File: src/rtl/dmem_lsu_pkg.sv
`default_nettype none
// ============================================================================
// dmem_lsu_pkg : state encoding, access-size codes and alignment predicate
//                shared by the load/store unit files.
// Revision 1.0
// ============================================================================
package dmem_lsu_pkg;

   typedef logic [2:0] state_t;

   localparam state_t ST_IDLE   = 3'd0;
   localparam state_t ST_RD     = 3'd1;
   localparam state_t ST_RMW_RD = 3'd2;
   localparam state_t ST_WR     = 3'd3;
   localparam state_t ST_RESP   = 3'd4;

   localparam logic [1:0] SZ_BYTE = 2'd0;
   localparam logic [1:0] SZ_HALF = 2'd1;
   localparam logic [1:0] SZ_WORD = 2'd2;
   localparam logic [1:0] SZ_RSVD = 2'd3;

   function automatic logic is_misaligned(input logic [1:0] size, input logic [1:0] lo);
      case (size)
         SZ_HALF: is_misaligned = lo[0];
         SZ_WORD: is_misaligned = |lo;
         default: is_misaligned = 1'b0;
      endcase
   endfunction

endpackage
`default_nettype wire

File: src/rtl/dmem_lsu_if.sv
`default_nettype none
// ============================================================================
// dmem_lsu_if : request/response handshake plus word-memory port of the LSU.
//               master = datapath + memory side, slave = the LSU itself.
// Revision 1.0
// ============================================================================
interface dmem_lsu_if;
   logic        LSU_req_valid;
   logic        LSU_req_ready;
   logic        LSU_req_write;
   logic [1:0]  LSU_req_size;
   logic        LSU_req_signed;
   logic [31:0] LSU_req_addr;
   logic [31:0] LSU_req_wdata;
   logic        LSU_resp_valid;
   logic        LSU_resp_error;
   logic [31:0] LSU_resp_rdata;
   logic [31:0] LSU_mem_address;
   logic [31:0] LSU_mem_data_out;
   logic        LSU_mem_write;
   logic        LSU_mem_read;
   logic [31:0] LSU_mem_data_in;

   modport master (
      output LSU_req_valid, LSU_req_write, LSU_req_size, LSU_req_signed,
             LSU_req_addr, LSU_req_wdata, LSU_mem_data_in,
      input  LSU_req_ready, LSU_resp_valid, LSU_resp_error, LSU_resp_rdata,
             LSU_mem_address, LSU_mem_data_out, LSU_mem_write, LSU_mem_read
   );

   modport slave (
      input  LSU_req_valid, LSU_req_write, LSU_req_size, LSU_req_signed,
             LSU_req_addr, LSU_req_wdata, LSU_mem_data_in,
      output LSU_req_ready, LSU_resp_valid, LSU_resp_error, LSU_resp_rdata,
             LSU_mem_address, LSU_mem_data_out, LSU_mem_write, LSU_mem_read
   );
endinterface
`default_nettype wire

File: src/rtl/dmem_lsu_align.sv
`default_nettype none
// ============================================================================
// dmem_lsu_align : little-endian lane extract/extend for loads and lane merge
//                  for sub-word stores. Exists only with DMEM_LSU_SUBWORD_EN.
// Revision 1.0
// ============================================================================
`ifdef DMEM_LSU_SUBWORD_EN
module dmem_lsu_align
   import dmem_lsu_pkg::*;
(
   input  wire logic [1:0]  i_size,
   input  wire logic [1:0]  i_lane,
   input  wire logic        i_signed,
   input  wire logic [31:0] i_mem_word,
   input  wire logic [31:0] i_wdata,
   output logic [31:0]      o_load,
   output logic [31:0]      o_merged
);
   logic [4:0]  w_bsh;
   logic [4:0]  w_hsh;
   logic [31:0] w_shifted;

   assign w_bsh = {i_lane, 3'b000};
   assign w_hsh = {i_lane[1], 4'b0000};

   always_comb begin
      o_load    = i_mem_word;
      o_merged  = i_wdata;
      w_shifted = '0;
      case (i_size)
         SZ_BYTE: begin
            w_shifted = i_mem_word >> w_bsh;
            o_load    = {{24{i_signed & w_shifted[7]}}, w_shifted[7:0]};
            o_merged  = (i_mem_word & ~(32'h0000_00FF << w_bsh))
                      | ({24'h0, i_wdata[7:0]} << w_bsh);
         end
         SZ_HALF: begin
            w_shifted = i_mem_word >> w_hsh;
            o_load    = {{16{i_signed & w_shifted[15]}}, w_shifted[15:0]};
            o_merged  = (i_mem_word & ~(32'h0000_FFFF << w_hsh))
                      | ({16'h0, i_wdata[15:0]} << w_hsh);
         end
         default: ;
      endcase
   end
endmodule
`endif
`default_nettype wire

File: src/rtl/dmem_lsu.sv
`default_nettype none
// ============================================================================
// dmem_lsu : load/store initiator for a word-addressed data memory, with
//            alignment/range checks. Macro DMEM_LSU_SUBWORD_EN adds byte/half
//            accesses (sign/zero extension, read-modify-write stores).
// Revision 1.0
// ============================================================================
module dmem_lsu
   import dmem_lsu_pkg::*;
#(
   parameter int ADDR_WORDS = 16
) (
   input  wire logic SYS_clk,
   input  wire logic SYS_reset,
   dmem_lsu_if.slave lsu
);
   state_t      r_state;
   logic [29:0] r_index;
   logic [31:0] r_wword;
   logic [31:0] r_rdata;
   logic        r_err;

   logic        w_accept;
   logic        w_size_err;
   logic        w_range_err;
   logic        w_req_err;
   logic [31:0] w_load_val;
   state_t      w_accept_state;

`ifdef DMEM_LSU_SUBWORD_EN
   logic [1:0]  r_size;
   logic [1:0]  r_lane;
   logic        r_signed;
   logic [31:0] w_merged;

   // r_wword still holds the raw store data while in RMW_RD
   dmem_lsu_align u_align (
      .i_size     (r_size),
      .i_lane     (r_lane),
      .i_signed   (r_signed),
      .i_mem_word (lsu.LSU_mem_data_in),
      .i_wdata    (r_wword),
      .o_load     (w_load_val),
      .o_merged   (w_merged)
   );
   assign w_size_err = (lsu.LSU_req_size == SZ_RSVD);
`else
   assign w_load_val = lsu.LSU_mem_data_in;
   assign w_size_err = (lsu.LSU_req_size != SZ_WORD);
`endif

   assign w_range_err = ({2'b00, lsu.LSU_req_addr[31:2]} >= 32'(ADDR_WORDS));
   assign w_req_err   = w_size_err | w_range_err
                      | is_misaligned(lsu.LSU_req_size, lsu.LSU_req_addr[1:0]);
   assign w_accept    = lsu.LSU_req_valid && (r_state == ST_IDLE);

   always_comb begin
      if (w_req_err)
         w_accept_state = ST_RESP;
      else if (!lsu.LSU_req_write)
         w_accept_state = ST_RD;
`ifdef DMEM_LSU_SUBWORD_EN
      else if (lsu.LSU_req_size != SZ_WORD)
         w_accept_state = ST_RMW_RD;
`endif
      else
         w_accept_state = ST_WR;
   end

   always_ff @(posedge SYS_clk or posedge SYS_reset) begin
      if (SYS_reset) begin
         r_state  <= ST_IDLE;
         r_index  <= '0;
         r_wword  <= '0;
         r_rdata  <= '0;
         r_err    <= 1'b0;
`ifdef DMEM_LSU_SUBWORD_EN
         r_size   <= '0;
         r_lane   <= '0;
         r_signed <= 1'b0;
`endif
      end else begin
         case (r_state)
            ST_IDLE: begin
               if (w_accept) begin
                  r_state  <= w_accept_state;
                  r_index  <= lsu.LSU_req_addr[31:2];
                  r_wword  <= lsu.LSU_req_wdata;
                  r_rdata  <= '0;
                  r_err    <= w_req_err;
`ifdef DMEM_LSU_SUBWORD_EN
                  r_size   <= lsu.LSU_req_size;
                  r_lane   <= lsu.LSU_req_addr[1:0];
                  r_signed <= lsu.LSU_req_signed;
`endif
               end
            end
            ST_RD: begin
               r_rdata <= w_load_val;
               r_state <= ST_RESP;
            end
`ifdef DMEM_LSU_SUBWORD_EN
            ST_RMW_RD: begin
               r_wword <= w_merged;
               r_state <= ST_WR;
            end
`endif
            ST_WR:   r_state <= ST_RESP;
            ST_RESP: r_state <= ST_IDLE;
            default: r_state <= ST_IDLE;
         endcase
      end
   end

   // registers are cleared asynchronously, so only ready needs explicit gating
   assign lsu.LSU_req_ready    = (r_state == ST_IDLE) && !SYS_reset;
   assign lsu.LSU_resp_valid   = (r_state == ST_RESP);
   assign lsu.LSU_resp_error   = (r_state == ST_RESP) && r_err;
   assign lsu.LSU_resp_rdata   = (r_state == ST_RESP) ? r_rdata : 32'h0;
   assign lsu.LSU_mem_address  = {2'b00, r_index};
   assign lsu.LSU_mem_read     = (r_state == ST_RD) || (r_state == ST_RMW_RD);
   assign lsu.LSU_mem_write    = (r_state == ST_WR);
   assign lsu.LSU_mem_data_out = (r_state == ST_WR) ? r_wword : 32'h0;

endmodule
`default_nettype wire

File: src/flat_wrapper.sv
// flat-port wrapper written by rule: the top's interface ports become plain ports
module dmem_lsu_flat import dmem_lsu_pkg::*;
#(
   parameter int ADDR_WORDS = 16
)
  (SYS_clk, SYS_reset, lsu_LSU_req_valid, lsu_LSU_req_write, lsu_LSU_req_size, lsu_LSU_req_signed, lsu_LSU_req_addr, lsu_LSU_req_wdata, lsu_LSU_mem_data_in, lsu_LSU_req_ready, lsu_LSU_resp_valid, lsu_LSU_resp_error, lsu_LSU_resp_rdata, lsu_LSU_mem_address, lsu_LSU_mem_data_out, lsu_LSU_mem_write, lsu_LSU_mem_read);
  dmem_lsu_if lsu_i ();
  input  wire logic SYS_clk;
  input  wire logic SYS_reset;
  input wire logic [$bits(lsu_i.LSU_req_valid)-1:0] lsu_LSU_req_valid;
  input wire logic [$bits(lsu_i.LSU_req_write)-1:0] lsu_LSU_req_write;
  input wire logic [$bits(lsu_i.LSU_req_size)-1:0] lsu_LSU_req_size;
  input wire logic [$bits(lsu_i.LSU_req_signed)-1:0] lsu_LSU_req_signed;
  input wire logic [$bits(lsu_i.LSU_req_addr)-1:0] lsu_LSU_req_addr;
  input wire logic [$bits(lsu_i.LSU_req_wdata)-1:0] lsu_LSU_req_wdata;
  input wire logic [$bits(lsu_i.LSU_mem_data_in)-1:0] lsu_LSU_mem_data_in;
  output wire logic [$bits(lsu_i.LSU_req_ready)-1:0] lsu_LSU_req_ready;
  output wire logic [$bits(lsu_i.LSU_resp_valid)-1:0] lsu_LSU_resp_valid;
  output wire logic [$bits(lsu_i.LSU_resp_error)-1:0] lsu_LSU_resp_error;
  output wire logic [$bits(lsu_i.LSU_resp_rdata)-1:0] lsu_LSU_resp_rdata;
  output wire logic [$bits(lsu_i.LSU_mem_address)-1:0] lsu_LSU_mem_address;
  output wire logic [$bits(lsu_i.LSU_mem_data_out)-1:0] lsu_LSU_mem_data_out;
  output wire logic [$bits(lsu_i.LSU_mem_write)-1:0] lsu_LSU_mem_write;
  output wire logic [$bits(lsu_i.LSU_mem_read)-1:0] lsu_LSU_mem_read;
  assign lsu_i.LSU_req_valid = lsu_LSU_req_valid;
  assign lsu_i.LSU_req_write = lsu_LSU_req_write;
  assign lsu_i.LSU_req_size = lsu_LSU_req_size;
  assign lsu_i.LSU_req_signed = lsu_LSU_req_signed;
  assign lsu_i.LSU_req_addr = lsu_LSU_req_addr;
  assign lsu_i.LSU_req_wdata = lsu_LSU_req_wdata;
  assign lsu_i.LSU_mem_data_in = lsu_LSU_mem_data_in;
  assign lsu_LSU_req_ready = lsu_i.LSU_req_ready;
  assign lsu_LSU_resp_valid = lsu_i.LSU_resp_valid;
  assign lsu_LSU_resp_error = lsu_i.LSU_resp_error;
  assign lsu_LSU_resp_rdata = lsu_i.LSU_resp_rdata;
  assign lsu_LSU_mem_address = lsu_i.LSU_mem_address;
  assign lsu_LSU_mem_data_out = lsu_i.LSU_mem_data_out;
  assign lsu_LSU_mem_write = lsu_i.LSU_mem_write;
  assign lsu_LSU_mem_read = lsu_i.LSU_mem_read;
  dmem_lsu #(.ADDR_WORDS(ADDR_WORDS)) u_core (.SYS_clk(SYS_clk), .SYS_reset(SYS_reset), .lsu(lsu_i));
endmodule
File: config.mk
export PLATFORM = sky130hd
export DESIGN_NAME = dmem_lsu_flat
export DESIGN_NICKNAME = d
export VERILOG_FILES = /design/src/rtl/dmem_lsu_pkg.sv /design/src/rtl/dmem_lsu_if.sv /design/src/rtl/dmem_lsu_align.sv /design/src/rtl/dmem_lsu.sv /design/src/flat_wrapper.sv
export SDC_FILE = /design/constraint.sdc
export NUM_CORES = 1
export LEC_CHECK = 0
export ABC_AREA = 1
export CAP_MARGIN = 5
export CORE_ASPECT_RATIO = 0.5
export CORE_MARGIN = 1
export CORE_UTILIZATION = 40
export DETAILED_ROUTE_END_ITERATION = 10
export GPL_TIMING_DRIVEN = 0
export PLACE_DENSITY = 0.79
export SYNTH_ARGS = -nofsm -noshare
export SYNTH_HDL_FRONTEND = slang
export SYNTH_SLANG_ARGS = --single-unit
File: constraint.sdc
create_clock -name SYS_clk -period 3.6 [get_ports SYS_clk]
set_input_delay 0.54 -clock SYS_clk [delete_from_list [all_inputs] [get_ports SYS_clk]]
set_output_delay 0.54 -clock SYS_clk [all_outputs]
set_load 0.01 [all_outputs]
* After elaboration in Yosys (flattened, before gate mapping)
Cells that the tools add are included. W data, S select, Z words.
Storage, ports and cells: bits in registers 98, word-level logic and storage cells 36, memory bits (read-only) 0, input bits 103, bits in latches 0, RAM bits 0, output and inout port bits 101, memories kept 0
Operators by class: reduce and logical (&&, ||, !) cells 11, equality and inequality tests 8, muxes and demuxes 9, $mul 0, bitwise gates (word level) 2, shift operators 0, add/subtract/negate cells 0, divide/modulo/power cells 0, order comparisons 1
Operators with widths (number):
- $mux W32 | 3
- $pmux W32 S2 | 1
- $ge A30 B5 Y1 const B | 1
- $eq A3 B2 Y1 const B | 2
- $mux W3 | 2
- $pmux W3 S2 | 1
- $reduce_and A2 Y1 | 2
- $reduce_or A2 Y1 | 2
- $eq A3 B1 Y1 const B | 1
- $eq A3 B3 Y1 const B | 1
- $logic_and A1 B1 Y1 | 3
- $logic_not A3 Y1 | 1
- $eq A2 B1 Y1 const B | 1
- $eq A2 B2 Y1 const B | 1
- $mux W2 | 1
- $ne A2 B1 Y1 const B | 1
- $ne A2 B2 Y1 const B | 1
- $or A1 B1 Y1 | 2
- $pmux W1 S2 | 1
- $reduce_bool A2 Y1 | 1
- $logic_not A1 Y1 | 1
- $logic_or A1 B1 Y1 | 1

* Logic depth before layout (Yosys ltp)
depth in word-level cells 6, gate-level depth with buffers 9, gate-level depth less buffers 9

* Worst setup path after synthesis
No wires, ideal clock.
kind flip-flop to output port, start point register u_core.r_state[0], end point output port lsu_LSU_resp_error, buffers on the path 1, path slack 1.787 ns, data required time 3.060 ns, arrival time 1.273 ns, cell stages (with the launch flop) 7, cell sequence dfrtp_1 nor2_1 inv_2 nor2_1 inv_1 buf_1 nor2_1
On the way: word-level cells in the longest chain between the ends 2
RTL lines:
- start: declaration | RTL line dmem_lsu.sv:17 | state_t r_state;
- start signal: assignment | RTL line dmem_lsu.sv:86 | r_state <= w_accept_state;
- $eq A3 B3 Y1
- named net lsu_LSU_resp_valid | RTL line flat_wrapper.sv:18 | output wire logic [$bits(lsu_i.LSU_resp_valid)-1:0] lsu_LSU_resp_valid;
- $logic_and A1 B1 Y1 | RTL line dmem_lsu.sv:118 | assign lsu.LSU_resp_error = (r_state == ST_RESP) && r_err;
- end: declaration | RTL line flat_wrapper.sv:19 | output wire logic [$bits(lsu_i.LSU_resp_error)-1:0] lsu_LSU_resp_error;
The timed path passes the listed nets, and every way through them passes these cells.

* Worst setup path after layout
start point register u_core.r_state[0], end point output port lsu_LSU_resp_rdata[1]
On the way: word-level cells in the longest chain between the ends 2
RTL lines:
- $eq A3 B3 Y1 | RTL line dmem_lsu.sv:119 | assign lsu.LSU_resp_rdata = (r_state == ST_RESP) ? r_rdata : 32'h0;
- $mux W32 | RTL line dmem_lsu.sv:119
- end: declaration | RTL line flat_wrapper.sv:20 | output wire logic [$bits(lsu_i.LSU_resp_rdata)-1:0] lsu_LSU_resp_rdata;
No other way between the ends.

==> summary.md <==
| Metric | Value |
|---|---|
| Share of cells above drive strength 1 | about 5.4% |
| Max Freq | 357 MHz |
| N_diodes | 0 |
| GPL Wtd Cong | roughly 0.78 |
| Largest net degree at the start of global routing | 71 |
| CP endpoint kind | output port |
| Cell repeated most along the worst path | nor2_1 |
| Logic gate share of total power | 35.2% |
| Die area | 11,200 um2 |
| P per Cell Area | 563 nW/um2 |
| Slew @ Worst Pin | 0.513 ns |
| GR Overflow Total | 0 |
| Outcome | complete, no violations |
| Largest area contributor in the netlist | dfrtp_1 |
| NetSw | about 1200 uW |
| RR Startpoint | u_core.r_state[0]$_DFFE_PP0P_ |
| Vias per cell | 4.56 |
| Synth Flop Type | dfrtp_1 |
| Seq cells post-synth | between 90 and 100 |
| Unrepaired setup endpoints after global routing | no |
| Top-area cell type share of the netlist area | 56.8% |
| Io pins | around 200 |
| DR vias | 3,995 |
| Drt total wl | 11,800 um |
| Hold crit path type | reg2reg |
| Leak pwr | 0.00327 uW |
| Mapped Area | 4320 um2 |
| Top-count cell post-synth | inv_1 |
| Worst Clk Skew | 0.00577 ns |
| Hold violation count in the final report | 0 |
| Clk sink count | between 90 and 100 |
| Initial Util | 41.7% |
| Pint | 2600 uW |
| FP Rows | 26 |
| Clk pin slew, worst setup/hold paths | around 0.060 ns |
| Worst endpoint required time | 3.06 ns |
| Final core utilization | 65.7% |
| Syn Inst Count | 519 |
| # setup viols final | 0 |
| Port Buffers | 200 |
| Hold path start | u_core.r_index[22]$_DFFE_PP0P_ |
| Worst-path cell with the longest stage delay | clkdlybuf4s50_1 |
| Crit-path cells | nor2_1 > inv_2 > nor2_1 > inv_1 > buf_1 > nor2_1 > clkdlybuf4s50_1 |
| Critical path's largest stage delay | 0.57 ns |
| Hold worst-path end | u_core.r_index[22]$_DFFE_PP0P_ |
| Flop2flop setup slack | 2.06 ns |
| Fillers | roughly 860 |
| Arr. time, crit path | 2.26 ns |
| Yosys cell types | 21 |
| Yosys Warn Count | 0 |
| Crit-path max FO | 10 |
| Maximum vdd drop | 0.309 mV |
| R2r endpoint | u_core.r_wword[9]$_DFFE_PP0P_ |
| Antenna violations before repair | 0 |
| Drt drc | 0 |
| Largest cells by area after synthesis | dfrtp_1 57%, inv_1 11%, nor2_1 9.8% |
| Number of global-route vias before repair | 3,860 |
| Total track usage | a little over a fifth |
| Synthesis-to-finish area growth | 57.5% |
| Die Ht | 75.4 um |
| Worst reg2reg path depth | 8 |
| Sw Ratio | about a third |
| First-pass GRT wire length | approximately 19,000 um |
| Drt pass-1 iters | 7 |
| Final period utilization | 77.8% |
| Final HPWL DP | approximately 9000 um |
| Final Power | 3830 uW |
| Hold WS | 0.484 ns |
| Cts repair resizes | 0 |
| Core area | 10,300 um2 |
| Final worst path period need | 2.80 ns |
| Horiz. Die Dim | 149 um |
| Syn Area/Cell | 8.31 um2 |
| Nets@finish | 836 |
| Setup crit start kind | flop |
| Inserted Clock Buffers | 9 |
| Fin. max-slew vios | 0 |
| Hold_buf cts | 0 |
| CTS HTree Levels | 3 |
| Skew-Pair Late Insertion Delay | 0.34 ns |
| Asr flop ratio synth | 100% |
| Post-CTS setup buffer count | 0 |
| Post-route worst setup slack | 0.800 ns |
| CTS tree | yes |
| Setup TNS | 0 ns |
| Clk root buf | clkbuf_16 |
| Number of routed nets with antenna violations | 0 |
| Max Root-Sink Buffers | 2 |
| Rel. slew slack | 65.8% |
| Seq/Total Area, Yosys | 56.8% |
| Most frequent cells after synthesis | 128 x inv_1, 113 x nor2_1, 98 x dfrtp_1 |
| EDFF count, synth | 0 |
| Maxcap violations | 0 |
| Crit Path Category | reg2out |
| DRT iter0 DRCs | 182 |
| Share of power burned in registers | 41.7% |
| Clock network power share | ~23% |
| Worst hold path depth | 2 |
| Dpl ws | 1.13 ns |
| Wire per inst | roughly 13 um |
-- worst max-delay path: cells and delay by family, from the launching register on --
family	cells	cell delay [ns]
buffers and inverters	4	1.06
flip-flops	1	0.41
AND/OR/NAND/NOR	3	0.46
-- area by class of cell --
| class | count | area, um2 | share of cell area [%] |
|---|---|---|---|
| flip-flops and latches | 98 | 2450 | 36.1 |
| repair buffers | 201 | 2030 | 29.9 |
| multi-input cells | 265 | 1220 | 18.0 |
| inverters | 129 | 487 | 7.16 |
| clock buffers | 12 | 256 | 3.77 |
| well taps | 140 | 175 | 2.58 |
| plain buffers | 28 | 160 | 2.36 |
| clock inverters | 3 | 15.0 | 0.221 |
-- power by group through the flow --
stage | Clock [uW] | Combinational (uW) | Sequential [uW]
floorplan | 0 | 595 | 1680
global placement | 0 | 1320 | 1600
detailed placement | 0 | 1360 | 1610
CTS | 905 | 1360 | 1600
global route | 950 | 1480 | 1630
finish | 883 | 1350 | 1590
-- placed cells by master, fill, tap and decap left out --
cell and n:
clkdlybuf4s50_1 200, inv_1 127, nor2_1 113, dfrtp_1 98, nand2_1 47, a21oi_1 34
o22ai_1 32, o21ai_0 25, buf_2 11, clkbuf_16 9, clkbuf_1 7, buf_4 5
mux2_1 5, buf_6 3, buf_1 3, clkinv_2 3, nand2_2 2, conb_1 2
clkbuf_8 2, or2_1 1, inv_2 1, nor2_4 1, o21bai_1 1, nor3b_2 1
inv_4 1, ha_1 1, buf_16 1
-- routing by layer --
| layer | up-vias | part of all wire, % | global-route usage [%] |
|---|---|---|---|
| met5 | - | 0 | 0 |
| met4 | 0 | 2.7 | 8.73 |
| met3 | 28 | 3.8 | 4.31 |
| met2 | 93 | 50 | 37.7 |
| met1 | 1899 | 43 | 26.7 |
| li1 | 1975 | - | - |
-- cell families after synthesis --
group	Yosys count	share of synthesized area, %
and+or+nand+nor	165	14.9
other	1	0.0869
adders and majority gates	1	0.290
DFF	98	56.8
buffers and inverters	157	14.9
AOI/OAI and AO/OA	92	11.7
muxes	5	1.30
-- stage by stage --
stage	std cells	area, um2
after floorplan	520	4320
after global placement	860	6500
after detailed placement	861	6530
after CTS	876	6800
after global routing	876	6800
final	876	6800
-- flip-flops by register name, summed over array words and instances (netlist names) --
signal / cells
u_core.r_rdata: 32
u_core.r_state: 3
u_core.r_index: 30
u_core.r_err: 1
u_core.r_wword: 32
-- worst max-delay path by stage --
stage | startpoint | endpoint | slack [ns] | depth (start not counted)
floorplan | SYS_reset | u_core.r_err$_DFFE_PP0P_ | 0.50 | 1
global placement | SYS_reset | u_core.r_wword[24]$_DFFE_PP0P_ | -0.99 | 2
detailed placement | u_core.r_state[0]$_DFFE_PP0P_ | lsu_LSU_resp_rdata[0] | 1.13 | 7
CTS | u_core.r_state[0]$_DFFE_PP0P_ | lsu_LSU_resp_rdata[0] | 0.77 | 7
global route | u_core.r_state[0]$_DFFE_PP0P_ | lsu_LSU_resp_rdata[5] | 0.64 | 7
finish | u_core.r_state[0]$_DFFE_PP0P_ | lsu_LSU_resp_rdata[1] | 0.80 | 7
Power figures use the tool's default switching activity.
